$ cat config.mk
export PLATFORM = sky130hd
export DESIGN_NAME = cpu_run_ctrl_flat
export DESIGN_NICKNAME = d
export VERILOG_FILES = /design/src/rtl/cpu_run_ctrl_if.sv /design/src/rtl/cpu_run_ctrl.sv /design/src/flat_wrapper.sv
export SDC_FILE = /design/constraint.sdc
export NUM_CORES = 1
export LEC_CHECK = 0
export CORE_ASPECT_RATIO = 1.25
export CORE_MARGIN = 5
export CORE_UTILIZATION = 45
export DETAILED_ROUTE_END_ITERATION = 10
export GPL_TIMING_DRIVEN = 0
export PLACE_DENSITY = 0.89
export SLEW_MARGIN = 10
export SYNTH_ARGS = -nofsm -noshare
export SYNTH_HDL_FRONTEND = slang
export SYNTH_SLANG_ARGS = --single-unit
$ cat constraint.sdc
create_clock -name clk -period 2.3 [get_ports clk]
set_input_delay 0.69 -clock clk [delete_from_list [all_inputs] [get_ports clk]]
set_output_delay 0.69 -clock clk [all_outputs]
set_load 0.02 [all_outputs]
$ cat src/rtl/cpu_run_ctrl_if.sv
// Core-side commit interface of the run/halt sequencer.
//   cpu_en       : one-cycle commit strobe, driven by the sequencer
//   syscall      : decoded syscall, valid while cpu_en=1
//   v0_value     : $v0 read data (syscall selector)
//   a0_value     : $a0 read data (syscall argument)
//   is_jump      : current instruction is j/jal/jr
//   is_branch    : current instruction is beq/bne
//   branch_taken : branch condition true, meaningful only with is_branch
// master = the core (decode side), slave = cpu_run_ctrl.
interface cpu_run_ctrl_if;
    logic        cpu_en;
    logic        syscall;
    logic [31:0] v0_value;
    logic [31:0] a0_value;
    logic        is_jump;
    logic        is_branch;
    logic        branch_taken;

    modport master (
        input  cpu_en,
        output syscall, v0_value, a0_value, is_jump, is_branch, branch_taken
    );

    modport slave (
        output cpu_en,
        input  syscall, v0_value, a0_value, is_jump, is_branch, branch_taken
    );
endinterface

$ cat src/rtl/cpu_run_ctrl.sv
// Run/halt sequencer and statistics unit for the single-cycle MIPS core.
// Issues the cpu_en commit strobe in free-run (paced by tick) or single-step
// (paced by the synchronised rising edge of step_btn) mode, halts on the exit
// syscall, latches the display syscall argument and counts committed
// instructions, jumps, branches and taken branches.
// Ports:
//   clk, rst          : clock, synchronous active-high reset
//   tick              : free-run rate strobe
//   cont_sw           : 1 = free-run, 0 = single-step
//   step_btn          : debounced asynchronous step button
//   core              : commit interface (cpu_en out, decode info in)
//   halted            : core stopped by the exit syscall
//   syscall_out       : last displayed syscall argument
//   total_cycle       : committed-instruction count (wraps)
//   unconditional     : jump count (saturating)
//   conditional       : conditional-branch count (saturating)
//   conditionalsucces : taken-branch count (saturating)
module cpu_run_ctrl #(
    parameter logic [31:0] HALT_CODE   = 32'd10,
    parameter int unsigned SYNC_STAGES = 2      // legal range 2..4
) (
    input  logic                clk,
    input  logic                rst,
    input  logic                tick,
    input  logic                cont_sw,
    input  logic                step_btn,
    cpu_run_ctrl_if.slave       core,
    output logic                halted,
    output logic [31:0]         syscall_out,
    output logic [31:0]         total_cycle,
    output logic [15:0]         unconditional,
    output logic [15:0]         conditional,
    output logic [15:0]         conditionalsucces
);

    typedef enum logic [1:0] {StRun, StStep, StHalt} state_e;

    state_e                 state_q;
    logic [SYNC_STAGES-1:0] step_sync_q;
    logic                   step_prev_q;
    logic                   step_rise_q;
    logic                   cpu_en_q;
    logic                   halt_commit;

    assign core.cpu_en = cpu_en_q;

    // Exit syscall committing in this cycle.
    assign halt_commit = cpu_en_q & core.syscall & (core.v0_value == HALT_CODE);

    always_ff @(posedge clk) begin
        if (rst) begin
            state_q           <= cont_sw ? StRun : StStep;
            step_sync_q       <= '0;
            step_prev_q       <= 1'b0;
            step_rise_q       <= 1'b0;
            cpu_en_q          <= 1'b0;
            halted            <= 1'b0;
            syscall_out       <= 32'd0;
            total_cycle       <= 32'd0;
            unconditional     <= 16'd0;
            conditional       <= 16'd0;
            conditionalsucces <= 16'd0;
        end else begin
            // Synchroniser, then a registered rising-edge detector: a press
            // captured at edge N shows up on cpu_en at edge N+SYNC_STAGES+1.
            step_sync_q <= {step_sync_q[SYNC_STAGES-2:0], step_btn};
            step_prev_q <= step_sync_q[SYNC_STAGES-1];
            step_rise_q <= step_sync_q[SYNC_STAGES-1] & ~step_prev_q;

            cpu_en_q <= 1'b0;

            if (cpu_en_q) begin
                total_cycle <= total_cycle + 32'd1;
                if (core.is_jump && unconditional != 16'hFFFF) begin
                    unconditional <= unconditional + 16'd1;
                end
                if (core.is_branch && conditional != 16'hFFFF) begin
                    conditional <= conditional + 16'd1;
                end
                if (core.is_branch && core.branch_taken && conditionalsucces != 16'hFFFF) begin
                    conditionalsucces <= conditionalsucces + 16'd1;
                end
                if (core.syscall && !halt_commit) begin
                    syscall_out <= core.a0_value;
                end
            end

            // Triggers are judged against the current state only; a trigger
            // from the inactive mode is simply dropped.
            case (state_q)
                StRun: begin
                    if (halt_commit) begin
                        state_q <= StHalt;
                        halted  <= 1'b1;
                    end else begin
                        cpu_en_q <= tick;
                        if (!cont_sw) begin
                            state_q <= StStep;
                        end
                    end
                end
                StStep: begin
                    if (halt_commit) begin
                        state_q <= StHalt;
                        halted  <= 1'b1;
                    end else begin
                        cpu_en_q <= step_rise_q;
                        if (cont_sw) begin
                            state_q <= StRun;
                        end
                    end
                end
                StHalt: begin
                    // Only rst leaves this state.
                end
                default: begin
                    state_q <= cont_sw ? StRun : StStep;
                end
            endcase
        end
    end

endmodule

$ cat src/flat_wrapper.sv
// flat-port wrapper written by rule: the top's interface ports become plain ports
module cpu_run_ctrl_flat 
#(
    parameter logic [31:0] HALT_CODE   = 32'd10,
    parameter int unsigned SYNC_STAGES = 2                         
)
  (clk, rst, tick, cont_sw, step_btn, halted, syscall_out, total_cycle, unconditional, conditional, conditionalsucces, core_cpu_en, core_syscall, core_v0_value, core_a0_value, core_is_jump, core_is_branch, core_branch_taken);
  cpu_run_ctrl_if core_i ();
  input  logic clk;
  input  logic rst;
  input  logic tick;
  input  logic cont_sw;
  input  logic step_btn;
  output logic halted;
  output logic [31:0] syscall_out;
  output logic [31:0] total_cycle;
  output logic [15:0] unconditional;
  output logic [15:0] conditional;
  output logic [15:0] conditionalsucces;
  output wire logic [$bits(core_i.cpu_en)-1:0] core_cpu_en;
  input wire logic [$bits(core_i.syscall)-1:0] core_syscall;
  input wire logic [$bits(core_i.v0_value)-1:0] core_v0_value;
  input wire logic [$bits(core_i.a0_value)-1:0] core_a0_value;
  input wire logic [$bits(core_i.is_jump)-1:0] core_is_jump;
  input wire logic [$bits(core_i.is_branch)-1:0] core_is_branch;
  input wire logic [$bits(core_i.branch_taken)-1:0] core_branch_taken;
  assign core_cpu_en = core_i.cpu_en;
  assign core_i.syscall = core_syscall;
  assign core_i.v0_value = core_v0_value;
  assign core_i.a0_value = core_a0_value;
  assign core_i.is_jump = core_is_jump;
  assign core_i.is_branch = core_is_branch;
  assign core_i.branch_taken = core_branch_taken;
  cpu_run_ctrl #(.HALT_CODE(HALT_CODE), .SYNC_STAGES(SYNC_STAGES)) u_core (.clk(clk), .rst(rst), .tick(tick), .cont_sw(cont_sw), .step_btn(step_btn), .core(core_i), .halted(halted), .syscall_out(syscall_out), .total_cycle(total_cycle), .unconditional(unconditional), .conditional(conditional), .conditionalsucces(conditionalsucces));
endmodule
After elaboration in Yosys (flattened, before gate mapping):

Cells that the tools add are included.

* flip-flop bits (word level): 120
* input port bits: 73
* output and inout port bits: 114
* logic and storage cells: 52

* add/sub/neg operators: 4
* equality and inequality tests: 9
* multiplexer cells: 10
* bitwise operators: 4
* reduce and logical (&&, ||, !) cells: 14

Operator list (count)
* $add A16 B1 Y16 const B: 3
* $ne A16 B16 Y1 const B: 3
* $add A32 B1 Y32 const B: 1
* $eq A32 B4 Y1 const B: 1
* $mux W2: 5
* $reduce_and A2 Y1: 5
* $ne A4 B3 Y1 const B: 2
* $pmux W2 S3: 1
* $logic_and A1 B1 Y1: 5
* $and A1 B1 Y1: 3
* $mux W1: 3
* $reduce_and A3 Y1: 1
* $eq A2 B1 Y1 const B: 1
* $eq A2 B2 Y1 const B: 1
* $logic_not A2 Y1: 1
* $ne A2 B2 Y1 const B: 1
* $pmux W1 S2: 1
* $reduce_or A2 Y1: 1
* $logic_not A1 Y1: 1
* $not A1 Y1: 1

Longest topological paths before layout:

Gate-level depths: netlist (run 1).

* word-level depth: 5
* mapped depth: 7
* gate-level depth less buffers: 6

Worst setup path before layout (run 1):

OpenSTA, ideal clock, no wires.

* path type: in2reg
* start point: in core_v0_value[5]
* end point: reg u_core.syscall_out[24]
* library setup time: 128 ps
* data arrival time: 1947 ps
* required time: 2172 ps
* setup slack: 225 ps
* cell stages on the path: 7
* path buffers: 2
* cell sequence: nor4b_1 > nand4_1 > o21bai_1 > clkbuf_1 > buf_2 > mux2i_1 > nor2_1

* cells in the longest elaborated chain, start to end: 5

Ends and longest elaborated chain
* start: declaration: line flat_wrapper.sv:22 `input wire logic [$bits(core_i.v0_value)-1:0] core_v0_value;`
* $eq A32 B4 Y1: line cpu_run_ctrl.sv:48 `assign halt_commit = cpu_en_q & core.syscall & (core.v0_value == HALT_CODE);`
* $and A1 B1 Y1: line cpu_run_ctrl.sv:48
* $logic_not A1 Y1: line cpu_run_ctrl.sv:83 `if (core.syscall && !halt_commit) begin`
* $logic_and A1 B1 Y1: line cpu_run_ctrl.sv:83
* $reduce_and A2 Y1 (no line)
* end signal: assignment: line cpu_run_ctrl.sv:84 `syscall_out <= core.a0_value;`
* end: declaration: line cpu_run_ctrl.sv:29 `output logic [31:0] syscall_out,`

No other way between the ends.
A chain may end at the register's enable or synchronous reset.

Final worst setup path (run 1):

* start point: reg u_core.total_cycle[2]
* end point: out total_cycle[2]

RTL lines
* start: declaration: line cpu_run_ctrl.sv:30 `output logic [31:0] total_cycle,`
* start signal: assignment: line cpu_run_ctrl.sv:73 `total_cycle <= total_cycle + 32'd1;`
* end: declaration: line flat_wrapper.sv:16 `output logic [31:0] total_cycle;`

No word-level cell between the ends.

==> metrics.txt, run 1 <==
status=finished clean; last weighted congestion value of the routability-driven placer=0.833; vias per cell=5.28; worst hold path type=register to register; non-filler cells in the finished layout=925; slack of the worst reg-to-reg path=0.22 ns; top cell type's share of synthesized area=45.3%; clock tree from TritonCTS=yes; violation count after the first detailed-routing iteration=194; WP buf/inv=1; total number of nets in the final design=between 800 and 900; final worst-path setup slack=between 0.05 and 0.06 ns; standard cell area after detailed placement=between 7000 and 8000 um2; total standard cell area after synthesis=5220 um2; quantity of I/O buffers inserted on ports=around 190; sequential cell area in the final layout=approximately 2400 um2; antenna violations before repair=1; cell family with most CP delay=buffers and inverters; width of the die=106 um; Finish-stage setup viols=0; worst setup path startpoint=u_core.total_cycle[2]; DR pass1 iterations=4; fraction of synthesized area in multiplexers=6.71%; fraction of the mapped netlist area in compound gates=4.24%; number of enable-type register cells in the synthesized netlist=2; buffer cell driving the clock tree root=sky130_fd_sc_hd__clkbuf_16; clock insertion delay at the later pin of the skew report=between 0.4 and 0.5 ns; launch point of the worst hold path=u_core.step_prev_q; setup repair after global routing missed its margin=false; worst slack after detailed placement=-0.769 ns; row count=44; final period demand of the worst path=between 2 and 2.5 ns; most used cells in the layout excluding fill and tap cells=185 x sky130_fd_sc_hd__clkdlybuf4s50_1, 118 x sky130_fd_sc_hd__dfxtp_1, 116 x sky130_fd_sc_hd__nor2_1, 35 x sky130_fd_sc_hd__xnor2_1, 35 x sky130_fd_sc_hd__mux2i_1; slew of the pin with the lowest slew margin=0.926 ns; Worst-path clk slew=0.05 ns; Post-route DRC=0; final global-route overflow total=0; Slowest Stage Delay on Critical Path=0.68 ns; floorplan die height=around 130 um; adder-cell area share of the yosys netlist=0.959%; primary flip-flop cell chosen by synthesis mapping=sky130_fd_sc_hd__dfxtp_1; number of top-level design ports=187; clock buffers created by TritonCTS=17; area taken by multi-input logic gates=2700 um2; maximum number of pins on one net before global-route repair=17; clk_skew=0.00947 ns; Post-CTS Hold Buffers=0; share of the yosys chip area belonging to registers=46.4%; number of warnings reported in the yosys synthesis log=0; DP HPWL=11000 um; Synth Area in Simple Gates=28.5%; cells along the critical path=clkdlybuf4s50_1; Antenna diodes=0; WL/cell=15.6 um; power per cell area=668 nW/um2; total chip power=5.28 mW; synthesized area divided by synthesized cell count=9.15 um2; post-synthesis register bit count=120; vias in the first global route=4918; arrival time worst endpoint=1.55 ns; final hold viol count=0; Fmax=0.446 GHz; share of flip-flops with an asynchronous set or reset after synthesis=0%; startpoint-to-endpoint class of the critical path=register to primary output; ANT nets after route=0; combinational family with the most area after synthesis=simple AND/OR/NAND/NOR gates; most common cell after layout, fill and taps aside=sky130_fd_sc_hd__clkdlybuf4s50_1; CP required=1.61 ns; cell leakage power=just under 3 nW; launch point of the worst reg-to-reg path=u_core.conditional[0]; effective utilization at floorplan=45.3%; area added between synthesis and finish=51.4%; sum of routed wire length over all layers=between 10000 and 15000 um; Max Fanout on Critical Path=4; kind of capture point of the worst setup path=primary output; global-route wire length before repair=23100 um; Synth area leaders=sky130_fd_sc_hd__dfxtp_1 45%, sky130_fd_sc_hd__nor2_1 8.3%, sky130_fd_sc_hd__mux2i_1 6.7%; cell count after placement=893; Layout fillers=roughly 890; number of max-slew violations in the final report=0; worst slew margin relative to its limit=around 38%; floorplan die area=13900 um2; share of the clock period used by the worst path after layout=97.5%; Worst path slowest cell=sky130_fd_sc_hd__clkdlybuf4s50_1; layout cell share with drive strength beyond 1=6.48%; Syn Inst Count=570; total non-filler cell area in the finished layout=slightly below 8000 um2; worst supply voltage drop on vdd=between 0.4 and 0.5 mV; Total GRT Usage=between 20% and 30%; placeable core area=11500 um2; clock sink total=120; Netlist cell types=45; worst-case clock buffer depth=2; via count=around 4900; number of violations of the max-capacitance limit=0; cell taking the most area after synthesis=sky130_fd_sc_hd__dfxtp_1; depth of the CTS H-tree=4; CP Launch Type=register; Synth Area in XOR/XNOR=between 10% and 20%; post-synth net total=647
## kinds of logic after synthesis
group / Yosys count
flops: 120
mux: 35
simple gates: 283
xor+xnor: 65
buf+inv: 28
compound gates: 35
fa+ha+maj: 4
## area by class of cell
type	count	share of cell area [%]
inverter	6	0.285
clock inverter	14	2.20
tap	138	2.19
multi-input combinational	422	34.1
timing repair buffer	185	23.4
buffer	22	1.51
sequential	120	30.7
clock buffer	18	5.56
## flip-flops by register name, indices dropped and copies added, names as in the netlist
signal,count
u_core.state_q,2
u_core.step_prev_q,1
u_core.core.cpu_en,1
u_core.conditional,16
u_core.unconditional,16
u_core.step_rise_q,1
u_core.step_sync_q,2
u_core.total_cycle,32
u_core.halted,1
u_core.conditionalsucces,16
u_core.syscall_out,32
## per-stage QoR
| step | TNS [ns] | hold slack, ns | utilization [%] |
|---|---|---|---|
| final | 0 | 0.387 | 68.6 |
| after global routing | 0 | 0.395 | 68.6 |
| after CTS | 0 | 0.383 | 68.5 |
| after detailed placement | -27.84 | 0.375 | 62.9 |
| after global placement | -24.09 | 0.373 | 62.9 |
| after floorplan | 0 | 0.367 | - |
## final timing paths
kind	end	cells after the start
worst max register to register	u_core.conditional[2]	6
worst max-delay path	total_cycle[2]	1
worst min register to register	u_core.step_rise_q	1
worst min-delay path	u_core.step_rise_q	1
## cell usage after synthesis, types with 3 or more instances
| cell | number |
|---|---|
| sky130_fd_sc_hd__a211oi_1 | 5 |
| sky130_fd_sc_hd__a21oi_1 | 9 |
| sky130_fd_sc_hd__and2_1 | 7 |
| sky130_fd_sc_hd__and3_1 | 7 |
| sky130_fd_sc_hd__and4_1 | 7 |
| sky130_fd_sc_hd__buf_2 | 5 |
| sky130_fd_sc_hd__clkbuf_1 | 14 |
| sky130_fd_sc_hd__dfxtp_1 | 118 |
| sky130_fd_sc_hd__ha_1 | 4 |
| sky130_fd_sc_hd__inv_1 | 6 |
| sky130_fd_sc_hd__mux2i_1 | 35 |
| sky130_fd_sc_hd__nand2_1 | 20 |
| sky130_fd_sc_hd__nand3_1 | 31 |
| sky130_fd_sc_hd__nand4_1 | 27 |
| sky130_fd_sc_hd__nor2_1 | 116 |
| sky130_fd_sc_hd__nor2b_1 | 5 |
| sky130_fd_sc_hd__nor3_1 | 16 |
| sky130_fd_sc_hd__nor3b_1 | 3 |
| sky130_fd_sc_hd__nor4_1 | 18 |
| sky130_fd_sc_hd__nor4b_1 | 3 |
| sky130_fd_sc_hd__nor4b_2 | 3 |
| sky130_fd_sc_hd__o21ai_0 | 9 |
| sky130_fd_sc_hd__or3_1 | 9 |
| sky130_fd_sc_hd__or4_1 | 3 |
| sky130_fd_sc_hd__xnor2_1 | 35 |
| sky130_fd_sc_hd__xor2_1 | 30 |
## metal layers
layer | vias up | global-route usage (%) | wire length (um) | share of wire (%)
li1 | 2418 | - | - | -
met1 | 2272 | 21.2 | 5470 | 38
met2 | 170 | 39.5 | 7750 | 54
met3 | 24 | 7.17 | 983 | 6.8
met4 | 2 | 7.55 | 257 | 1.8
met5 | - | 0 | 13 | 0.090
## where the power goes
group,total (mW),internal (mW),switching [mW],leakage [nW]
Clock,2.71,1.74,0.978,0.289
Sequential,2.16,2.13,0.0328,0.974
Combinational,0.404,0.225,0.179,1.68
Total,5.28,4.09,1.19,2.95
## timing repair
action / 4_1_cts / 5_1_grt
resized for setup: 6 / 7
setup buffers: 0 / 0
endpoints found under the setup margin: 33 / 34
pin swaps: 0 / 1
Power figures use the tool's default switching activity.
==> run 2, diff against run 1 <==
--- a/config.mk
+++ b/config.mk
@@ -9,8 +9,10 @@
 export CORE_MARGIN = 5
 export CORE_UTILIZATION = 45
 export DETAILED_ROUTE_END_ITERATION = 10
+export GPL_ROUTABILITY_DRIVEN = 1
 export GPL_TIMING_DRIVEN = 0
 export PLACE_DENSITY = 0.89
+export SKIP_CTS_REPAIR_TIMING = 1
 export SLEW_MARGIN = 10
 export SYNTH_ARGS = -nofsm -noshare
 export SYNTH_HDL_FRONTEND = slang
==> metrics.txt, run 2 (synthesis results as in run 1) <==
via count=4902; placeable core area=between 10000 and 15000 um2; cell family with most CP delay=buffers and inverters; clock buffers created by TritonCTS=17; cells along the critical path=clkdlybuf4s50_1; most used cells in the layout excluding fill and tap cells=185 x sky130_fd_sc_hd__clkdlybuf4s50_1, 118 x sky130_fd_sc_hd__dfxtp_1, 116 x sky130_fd_sc_hd__nor2_1, 35 x sky130_fd_sc_hd__xnor2_1, 35 x sky130_fd_sc_hd__mux2i_1; DR pass1 iterations=4; launch point of the worst reg-to-reg path=u_core.conditional[0]; row count=between 40 and 50; area added between synthesis and finish=51.3%; area taken by multi-input logic gates=2700 um2; worst hold path type=register to register; final global-route overflow total=0; Layout fillers=between 800 and 900; endpoint of the worst register-to-register path=u_core.conditional[2]; final hold viol count=0; Cells on Worst Hold Path=1; most common cell after layout, fill and taps aside=sky130_fd_sc_hd__clkdlybuf4s50_1; violation count after the first detailed-routing iteration=190; cell leakage power=2.94 nW; sum of routed wire length over all layers=14500 um; Max Fanout on Critical Path=4; Regs by FF count=u_core.syscall_out: 32 flops, u_core.total_cycle: 32 flops; final period demand of the worst path=2.24 ns; DP HPWL=between 10000 and 15000 um; startpoint-to-endpoint class of the critical path=register to primary output; CP required=roughly 1.6 ns; CP Launch Type=register; vias in the first global route=slightly below 5000; worst slew margin relative to its limit=37.8%; Total GRT Usage=a little over a fifth; total non-filler cell area in the finished layout=7900 um2; standard cell area after detailed placement=about 7200 um2; Fmax=0.446 GHz; kind of capture point of the worst setup path=primary output; quantity of I/O buffers inserted on ports=185; antenna violations before repair=1; layout cell share with drive strength beyond 1=under 10%; number of top-level design ports=approximately 190; share of the clock period used by the worst path after layout=97.5%; effective utilization at floorplan=between 40% and 50%; Post-route DRC=0; Worst Reg2Reg Path Length in Cells=6; clock tree from TritonCTS=yes; clock insertion delay at the later pin of the skew report=0.41 ns; total chip power=about 5.3 mW; worst supply voltage drop on vdd=approximately 0.48 mV; Finish-stage setup viols=0; launch point of the worst hold path=u_core.step_prev_q; depth of the CTS H-tree=4; status=finished clean; power per cell area=669 nW/um2; ANT nets after route=0; clock sink total=between 100 and 150; maximum number of pins on one net before global-route repair=17; total number of nets in the final design=851; Slowest Stage Delay on Critical Path=about 0.68 ns; Worst path slowest cell=sky130_fd_sc_hd__clkdlybuf4s50_1; clk_skew=0.00945 ns; buffer cell driving the clock tree root=sky130_fd_sc_hd__clkbuf_16; sequential cell area in the final layout=roughly 2400 um2; floorplan die height=130 um; number of violations of the max-capacitance limit=0; width of the die=roughly 110 um; worst-case clock buffer depth=2; WP buf/inv=1; terminating pin of the worst hold path=u_core.step_rise_q; vias per cell=about 5.3; slack of the worst reg-to-reg path=0.19 ns; number of max-slew violations in the final report=0; Worst-path clk slew=0.05 ns; floorplan die area=13900 um2; setup repair after global routing missed its margin=true; global-route wire length before repair=23100 um; WL/cell=15.7 um; arrival time worst endpoint=1.55 ns; last weighted congestion value of the routability-driven placer=0.833; slew of the pin with the lowest slew margin=between 0.9 and 1 ns; Antenna diodes=0
run 2: final cells by class:
class	instances	area share, %
clock buffer	18	5.56
sequential	120	30.7
clock inverter	14	2.20
timing repair buffer	185	23.5
buffer	22	1.47
tap	138	2.19
multi-input combinational	422	34.2
inverter	6	0.285
run 2: worst max-delay path by stage:
stage,from,end,slack (ns),cells past startpoint
floorplan,core_v0_value[5],u_core.syscall_out[24],0.23,7
global placement,core_v0_value[9],u_core.syscall_out[11],-0.66,8
detailed placement,core_v0_value[9],u_core.syscall_out[4],-0.77,8
CTS,core_v0_value[9],u_core.syscall_out[27],-0.35,8
global route,core_v0_value[9],u_core.syscall_out[23],-0.03,8
finish,u_core.total_cycle[2],total_cycle[2],0.06,1
run 2: per-layer routing:
metal	part of all wire (%)	vias up	global-route usage, %
met3	6.7	24	7.13
met1	38	2284	21.2
li1	-	2417	-
met2	54	175	39.8
met5	0.090	-	0
met4	1.8	2	6.94
run 2: power breakdown:
| part | leakage (nW) | switching (mW) | internal [mW] | total (mW) |
|---|---|---|---|---|
| Combinational | 1.68 | 0.179 | 0.224 | 0.403 |
| Clock | 0.289 | 0.977 | 1.74 | 2.71 |
| Sequential | 0.974 | 0.0329 | 2.13 | 2.16 |
run 2: stage by stage:
step                      util, %  instances  hold WS, ns  setup slack [ns]  TNS, ns
after CTS                    68.3        925        0.383            -0.351    -9.73
final                        68.6        925        0.387            0.0573        0
after global placement       62.9        893        0.373            -0.661   -24.09
after global routing         68.6        925        0.395           -0.0350   -0.173
after detailed placement     62.9        893        0.375            -0.769   -27.84
after floorplan                 -        570        0.367             0.225        0
